<file path="src/rtl/variable_pkg.sv">
// Shared game-wide constants and types: player identities and the launch-speed FSM states.
package variable_pkg;

  localparam logic PLAYER_1 = 1'b0;
  localparam logic PLAYER_2 = 1'b1;

  typedef enum logic [1:0] {
    IDLE = 2'd0,
    CALC = 2'd1,
    FLY  = 2'd2
  } shot_speed_state_t;

  function automatic int max_int(input int a, input int b);
    return (a > b) ? a : b;
  endfunction

endpackage

</file>
<file path="src/rtl/shot_speed_gen_wind_offset.sv">
// Decodes the wind code into a signed, never-zero speed offset and orients it by shooter.
module wind_offset
  import variable_pkg::*;
#(
  parameter int WIND_W = 3
) (
  input  logic                     turn_i,
  input  logic [WIND_W-1:0]        wind_i,
  output logic signed [WIND_W:0]   delta_o
);

  localparam logic signed [WIND_W:0] ONE  = (WIND_W + 1)'(1);
  localparam logic signed [WIND_W:0] H_M1 = (WIND_W + 1)'(2 ** (WIND_W - 1) - 1);

  logic signed [WIND_W:0] w_ext;
  logic signed [WIND_W:0] base;

  // MSB clear means w < H: headwind side, magnitude w+1; otherwise w-(H-1).
  always_comb begin
    w_ext = {1'b0, wind_i};
    base  = '0;
    if (!wind_i[WIND_W-1]) begin
      base = -(w_ext + ONE);
    end else begin
      base = w_ext - H_M1;
    end
    delta_o = (turn_i == PLAYER_2) ? -base : base;
  end

endmodule

</file>
<file path="src/rtl/shot_speed_gen.sv">
// Launch-speed generator: latches shot operands, computes a clamped speed once per shot,
// and optionally decays it by one unit every DRAG_DIV frames while the projectile flies.
module shot_speed_gen
  import variable_pkg::*;
#(
  parameter int PW_W      = 4,
  parameter int WIND_W    = 3,
  parameter int SPD_W     = 5,
  parameter int MIN_SPEED = 0,
  parameter int DRAG_DIV  = 0
) (
  input  logic              clk60MHz,
  input  logic              rst,
  input  logic              frame_tick,
  input  logic              shot_start,
  input  logic              shot_done,
  input  logic              turn,
  input  logic              current_player,
  input  logic [PW_W-1:0]   power,
  input  logic [PW_W-1:0]   in_power,
  input  logic [WIND_W-1:0] wind,
  output logic [SPD_W-1:0]  speed,
  output logic              speed_valid,
  output logic              busy
);

  localparam int AW        = max_int(PW_W, WIND_W) + 2;
  localparam int CW        = max_int(AW, SPD_W + 1);
  localparam int DW        = max_int(1, $clog2(DRAG_DIV + 1));
  localparam int DRAG_LAST = (DRAG_DIV > 0) ? DRAG_DIV - 1 : 0;

  localparam logic signed [CW-1:0] MIN_C     = CW'(MIN_SPEED);
  localparam logic signed [CW-1:0] MAX_C     = CW'(2 ** SPD_W - 1);
  localparam logic [SPD_W-1:0]     MIN_SPD   = SPD_W'(MIN_SPEED);
  localparam logic [SPD_W-1:0]     MAX_SPD   = SPD_W'(2 ** SPD_W - 1);
  localparam logic [SPD_W-1:0]     SPD_ONE   = SPD_W'(1);
  localparam logic [DW-1:0]        DRAG_END  = DW'(DRAG_LAST);
  localparam logic [DW-1:0]        DRAG_ONE  = DW'(1);

  shot_speed_state_t state_q;
  logic              turn_q;
  logic [WIND_W-1:0] wind_q;
  logic [PW_W-1:0]   pw_q;
  logic [SPD_W-1:0]  speed_q;
  logic              speed_valid_q;
  logic              busy_q;
  logic [DW-1:0]     drag_cnt_q;

  logic signed [WIND_W:0] delta;
  logic signed [CW-1:0]   sum;
  logic [SPD_W-1:0]       speed_d;

  wind_offset #(.WIND_W(WIND_W)) u_wind_offset (
    .turn_i  (turn_q),
    .wind_i  (wind_q),
    .delta_o (delta)
  );

  // Sum is wide enough that neither the addition nor the clamp compare can wrap.
  always_comb begin
    sum     = signed'(CW'(pw_q)) + CW'(delta);
    speed_d = sum[SPD_W-1:0];
    if (sum < MIN_C) begin
      speed_d = MIN_SPD;
    end else if (sum > MAX_C) begin
      speed_d = MAX_SPD;
    end
  end

  always_ff @(posedge clk60MHz or posedge rst) begin
    if (rst) begin
      state_q       <= IDLE;
      turn_q        <= PLAYER_1;
      wind_q        <= '0;
      pw_q          <= '0;
      speed_q       <= '0;
      speed_valid_q <= 1'b0;
      busy_q        <= 1'b0;
      drag_cnt_q    <= '0;
    end else begin
      case (state_q)
        IDLE: begin
          if (shot_start) begin
            state_q <= CALC;
            busy_q  <= 1'b1;
            turn_q  <= turn;
            wind_q  <= wind;
            pw_q    <= (current_player == turn) ? power : in_power;
          end
        end
        CALC: begin
          if (shot_done) begin
            state_q <= IDLE;
            busy_q  <= 1'b0;
          end else begin
            state_q       <= FLY;
            speed_q       <= speed_d;
            speed_valid_q <= 1'b1;
            drag_cnt_q    <= '0;
          end
        end
        FLY: begin
          if (shot_done) begin
            state_q       <= IDLE;
            busy_q        <= 1'b0;
            speed_valid_q <= 1'b0;
          end else if (DRAG_DIV > 0 && frame_tick) begin
            if (drag_cnt_q == DRAG_END) begin
              drag_cnt_q <= '0;
              if (speed_q > MIN_SPD) begin
                speed_q <= speed_q - SPD_ONE;
              end
            end else begin
              drag_cnt_q <= drag_cnt_q + DRAG_ONE;
            end
          end
        end
        default: begin
          state_q <= IDLE;
          busy_q  <= 1'b0;
        end
      endcase
    end
  end

  assign speed       = speed_q;
  assign speed_valid = speed_valid_q;
  assign busy        = busy_q;

endmodule

</file>
<file path="config.mk">
export PLATFORM = sky130hd
export DESIGN_NAME = shot_speed_gen
export DESIGN_NICKNAME = d
export VERILOG_FILES = /design/src/rtl/variable_pkg.sv /design/src/rtl/shot_speed_gen_wind_offset.sv /design/src/rtl/shot_speed_gen.sv
export SDC_FILE = /design/constraint.sdc
export NUM_CORES = 1
export LEC_CHECK = 0
export ABC_AREA = 1
export ABC_CLOCK_PERIOD_IN_PS = 2200
export CORE_MARGIN = 10
export CORE_UTILIZATION = 44
export CTS_CLUSTER_DIAMETER = 40
export DETAILED_ROUTE_END_ITERATION = 12
export GPL_ROUTABILITY_DRIVEN = 0
export GPL_TIMING_DRIVEN = 0
export PLACE_DENSITY_LB_ADDON = 0.3
export SKIP_CTS_REPAIR_TIMING = 1
export SLEW_MARGIN = 20
export SYNTH_ARGS = -nofsm -noshare
export SYNTH_HDL_FRONTEND = slang
export SYNTH_SLANG_ARGS = --single-unit
</file>
<file path="constraint.sdc">
create_clock -name clk60MHz -period 2.2 [get_ports clk60MHz]
set_input_delay 0.44 -clock clk60MHz [delete_from_list [all_inputs] [get_ports clk60MHz]]
set_output_delay 0.44 -clock clk60MHz [all_outputs]
set_load 0.01 [all_outputs]
</file>
**After elaboration in Yosys (flattened, before gate mapping)**

Index checks and enable logic that the tools add are counted.

- Register bits after elaboration: 17
- Word-level logic and storage cells: 44
- Bits of input ports: 18
- Output and inout bits: 7

- $add $sub $neg: 5
- Bitwise operators: 1
- Mux-type cells: 14
- Eq/ne operators: 7
- Reduce and logical (&&, ||, !) cells: 8
- Order comparisons: 2

Operators with widths:

| kind | count |
|---|---|
| $mux 4 | 3 |
| $mux 5 | 2 |
| $neg 4->4 | 2 |
| $reduce_and 2->1 | 4 |
| $add 5x4->6 | 1 |
| $gt 6x6->1 const B | 1 |
| $lt 6x1->1 const B | 1 |
| $mux 2 | 3 |
| $ne 2x2->1 const B | 3 |
| $pmux 2 s3 | 1 |
| $add 3x1->4 const B | 1 |
| $pmux 1 s2 | 2 |
| $sub 3x2->4 const B | 1 |
| $mux 1 | 3 |
| $reduce_and 3->1 | 1 |
| $eq 2x1->1 const B | 1 |
| $eq 2x2->1 const B | 1 |
| $logic_not 2->1 | 1 |
| $ne 2x1->1 const B | 1 |
| $reduce_bool 2->1 | 1 |
| $reduce_or 2->1 | 1 |
| $eq 1x1->1 | 1 |
| $not 1->1 | 1 |

**Longest topological paths before layout**

- Depth in word-level cells: 9
- Depth in mapped cells: 18
- Mapped depth without buffers: 18

**By module**

Synthesis repeated with hierarchy kept, for this count alone.

- Cell total of the unflattened synthesis: 148
- Area total of the unflattened synthesis: 1098.6 sq um

Modules (own cells, without submodules):

| module | area each (sq um) | cells an instance | seq. area each (sq um) | times used |
|---|---|---|---|---|
| shot_speed_gen | 977.2 | 124 | 425.4 | 1 |
| wind_offset | 121.4 | 24 | 0.0 | 1 |

**Worst setup path after synthesis**

Ideal clock, no wire load.

- Kind: register to register
- Start: register wind_q[0]
- End: register speed_q[2] (netlist: speed[2])
- Stages on the path, launching flop included: 19
- Data arrival time: 2.059 ns
- Path buffers: 0
- Slack: 0.076 ns
- Required time: 2.135 ns
- Library setup time: 0.065 ns
- Cells stage by stage: dfrtp_1 -> ha_1 -> inv_1 -> nand2_1 -> nand2_2 -> nand2_1 -> nand2_1 -> xnor2_1 -> inv_1 -> ha_1 -> nand2_1 -> nand2_1 -> nand2_1 -> nand2_1 -> nor2_2 -> nand2_2 -> nand2_2 -> nand3_1 -> nand2_1

- Longest elaborated chain between the ends: 9
- Elaborated cells on any way between the ends: 11
- Those cells by class: 5 x add/sub; 2 x order compare; 4 x mux

RTL lines:

| element | RTL line | source |
|---|---|---|
| from (decl) | shot_speed_gen.sv:42 | `logic [WIND_W-1:0] wind_q;` |
| from (signal assigned) | shot_speed_gen.sv:87 | `wind_q <= wind;` |
| $add 3x1->4 | shot_speed_gen_wind_offset.sv:23 | `base = -(w_ext + ONE);` |
| $neg 4->4 | shot_speed_gen_wind_offset.sv:23 |  |
| $mux 4 * | shot_speed_gen_wind_offset.sv:22 | `if (!wind_i[WIND_W-1]) begin` |
| $neg 4->4 | shot_speed_gen_wind_offset.sv:27 | `delta_o = (turn_i == PLAYER_2) ? -base : base;` |
| $mux 4 * | shot_speed_gen_wind_offset.sv:27 |  |
| $add 5x4->6 * | shot_speed_gen.sv:61 | `sum = signed'(CW'(pw_q)) + CW'(delta);` |
| $gt 6x6->1 | shot_speed_gen.sv:65 | `end else if (sum > MAX_C) begin` |
| $mux 5 | shot_speed_gen.sv:65 |  |
| $mux 5 * | shot_speed_gen.sv:63 | `if (sum < MIN_C) begin` |
| to (signal assigned) | shot_speed_gen.sv:97 | `speed_q <= speed_d;` |
| to (signal assigned) | shot_speed_gen.sv:111 | `speed_q <= speed_q - SPD_ONE;` |
| to (decl) | shot_speed_gen.sv:44 | `logic [SPD_W-1:0] speed_q;` |

Mark *: on every way between the ends. The rest lies on a longest branch, timed or not.
A chain may end at the register's enable or synchronous reset.

**Final worst setup path**

- Start: register wind_q[1]
- End: register speed_q[3] (netlist: speed[3])

Same word-level chain as after synthesis.

==> results.json <==
{
  "outcome": "complete, but fails checks",
  "violations": "negative setup slack",
  "yosysTopAreaCell": "dfrtp_1",
  "antenna_found_initial": 0,
  "async_reset_ff_share_pct": 100.0,
  "ant_nets": 0,
  "top_layer": "met4",
  "multi_input_area_um2": 606.8,
  "finalSetupViolCount": 3,
  "path_max_fanout": 5,
  "cp.arrival_ns": 2.45,
  "synth.yosys.seq_area_share_pct": 39.26,
  "wl_met2_mm": 1.125,
  "critPathSlowestCell": "dfrtp_1",
  "skew_ns": 0.01173,
  "fin_cells": 194,
  "remaining_drc_errors": 0,
  "die_height_um": 69.63,
  "dr.pass1.iters": 4,
  "grt_start_max_net_pins": 18,
  "syn2layout_area_growth_pct": 32.10,
  "synth_area_leaders": "dfrtp_1 39%, nand2_1 13%, ha_1 10%, inv_1 7.6%, xnor2_1 4.0%",
  "cts_buffers": 3,
  "finalHoldViolCount": 0,
  "dp_cells": 188,
  "wl_met1_um": 999,
  "cp_cell_sequence": "ha_1 -> inv_1 -> nand2_1 -> nand2_2 -> nand2_1 -> nand2_1 -> xnor2_1 -> inv_1 -> ha_4 -> nand2_4 -> nand2_2 -> nand2_2 -> nand3_2 -> nand3_4 -> nand2_4 -> nand3_1 -> nand2_1",
  "cts.clk_slew.worst_paths_ns": 0.11,
  "numClockSinks": 17,
  "period_needed_ns": 2.226,
  "first_global_vias": 994,
  "worstSetupPathType": "reg -> reg",
  "netlist_instances": 137,
  "power.total_mw": 2.388,
  "drv_cap": 0,
  "seq_area_um2": 425.4,
  "yosysMostFrequentCell": "nand2_1",
  "pwr-share-clk_pct": 7.0,
  "cts_buffer_depth": 2,
  "slew_headroom_pct": 58.28,
  "cts_tree": "built",
  "diodes": 0,
  "gr-total-overflow": 0,
  "tightest_slew_ns": 0.6251,
  "cts_max_level": 1,
  "grt_first_pass_wirelength_mm": 3.967,
  "die_w_um": 69.63,
  "drive_gt1_share_pct": 14.46,
  "wl_met3_um": 150,
  "p_per_area_nw_per_um2": 1668,
  "synth_nets": 165,
  "setup_slack_ns": -0.02608,
  "synth_top_area_share_pct": 39.26,
  "placed_area_um2": 1349,
  "ys_types": 21,
  "end_kind": "register",
  "min_period_over_period_pct": 101.2,
  "p_sw_share_pct": 47.03,
  "nFillCells": 215,
  "synth_ff_type": "dfrtp_1",
  "rsz0062_at_grt": "true",
  "syn_avg_cell_area_um2": 7.909,
  "crit_path_start_kind": "register",
  "ir_drop_v": 0.0007201,
  "final_area_um2": 1431,
  "hold_slack_ns": 0.4874,
  "fmax_mhz": 449.2,
  "start_util_pct": 47.61,
  "power.internal_mw": 1.265,
  "slew_viol_final": 0,
  "cp_common_cell": "nand2_1",
  "pwr-share-comb_pct": 69.7,
  "root_buffer": "clkbuf_4",
  "vias": 938,
  "core.rowCount": 17,
  "p_seq_share_pct": 23.3,
  "synth.ff_latch_count": 17,
  "clkLatencyLatePin_ns": 0.29,
  "ys_warn_count": 0,
  "avgViaCountPerCell": 4.835,
  "port_buffers": 23,
  "wl_mm": 2.286,
  "min_path_type": "reg -> reg",
  "switching_power_mw": 1.123,
  "ioPinCount": 25,
  "hpwl_mm": 1.860,
  "power.leakage_nw": 0.7305,
  "drtIter0Drc": 25,
  "synth-edff-count": 0,
  "track_usage_pct": 9.363,
  "wl_per_cell_um": 11.78,
  "final_net_count": 195,
  "cp.required_ns": 2.43,
  "cpPeakStageDelay_ns": 0.42,
  "synth_area_um2": 1084,
  "synth_common_cells": "37 x nand2_1, 22 x inv_1, 17 x dfrtp_1",
  "core_area_um2": 2276,
  "dieArea_um2": 4848
}
[critical path, delay by kind of cell (launching register included)]
family                   cells  cell delay, ns
buffers and inverters        2            0.14
adder cells (fa/ha/maj)      2            0.61
AND/OR/NAND/NOR             12            0.87
flip-flops                   1            0.42
XOR/XNOR                     1            0.12
[power by group through the flow]
stage	Clock (mW)	Sequential, mW	Combinational, mW
CTS	0.172	0.555	1.46
finish	0.167	0.557	1.66
global route	0.191	0.577	1.88
global placement	0	0.554	1.38
floorplan	0	0.565	1.08
detailed placement	0	0.561	1.45
[cells in the final DEF, fill, tap and decap left out, drive strengths merged, types with 5 or more instances in the layout]
cell	count
nand2	43
ha	9
inv	23
nand3	9
clkdlybuf4s50	23
o21ai	11
xnor2	5
nor2	9
dfrtp	17
[worst paths after layout]
check / startpoint / to / slack, ns / cells past startpoint
max reg2reg: wind_q[1]$_DFFE_PP0P_ / speed[3]$_DFFE_PP0P_ / -0.03 / 17
min in group asynchronous: rst / speed_valid$_DFFE_PP0P_ / 0.51 / 2
max in group asynchronous: rst / pw_q[3]$_DFFE_PP0P_ / 1.27 / 2
min: speed[4]$_DFFE_PP0P_ / speed[4]$_DFFE_PP0P_ / 0.49 / 2
min reg2reg: speed[4]$_DFFE_PP0P_ / speed[4]$_DFFE_PP0P_ / 0.49 / 2
max: wind_q[1]$_DFFE_PP0P_ / speed[3]$_DFFE_PP0P_ / -0.03 / 17
[final cells by class]
type,count,share of cell area [%]
sequential,17,29.72
buffer,1,0.3497
timing repair buffer,25,17.13
multi-input combinational,96,42.40
clock inverter,1,0.3497
inverter,23,6.031
tap,28,2.448
clock buffer,3,1.573
[flip-flops by register name (all words and copies together) (netlist names)]
register and count:
speed 5, wind_q 3, pw_q 4, state_q 2, turn_q 1, speed_valid 1, busy 1
[per-layer routing]
metal / vias up / global-route usage, %
met2: 23 / 16.63
met3: 2 / 3.424
li1: 488 / -
met5: - / 0
met1: 425 / 9.446
met4: 0 / 4.348
[per-stage QoR]
| stage | utilization, % | worst slack [ns] | TNS, ns |
|---|---|---|---|
| finish | 62.89 | -0.02608 | -0.06285 |
| global route | 62.89 | -0.1996 | -0.8930 |
| CTS | 60.47 | -0.1778 | -0.7909 |
| detailed placement | 59.26 | -0.1114 | -0.4782 |
| global placement | 59.26 | -0.03422 | -0.1166 |
| floorplan | - | 0.07625 | 0 |
[logic make-up after synthesis]
family	synth area share (%)
DFF	39.26
AOI/OAI and AO/OA	9.007
xor gates and xnor gates	4.041
and+or+nand+nor	27.02
buffers and inverters	8.429
adders and majority gates	12.24
Note: power is estimated with default switching activity, not from simulation.
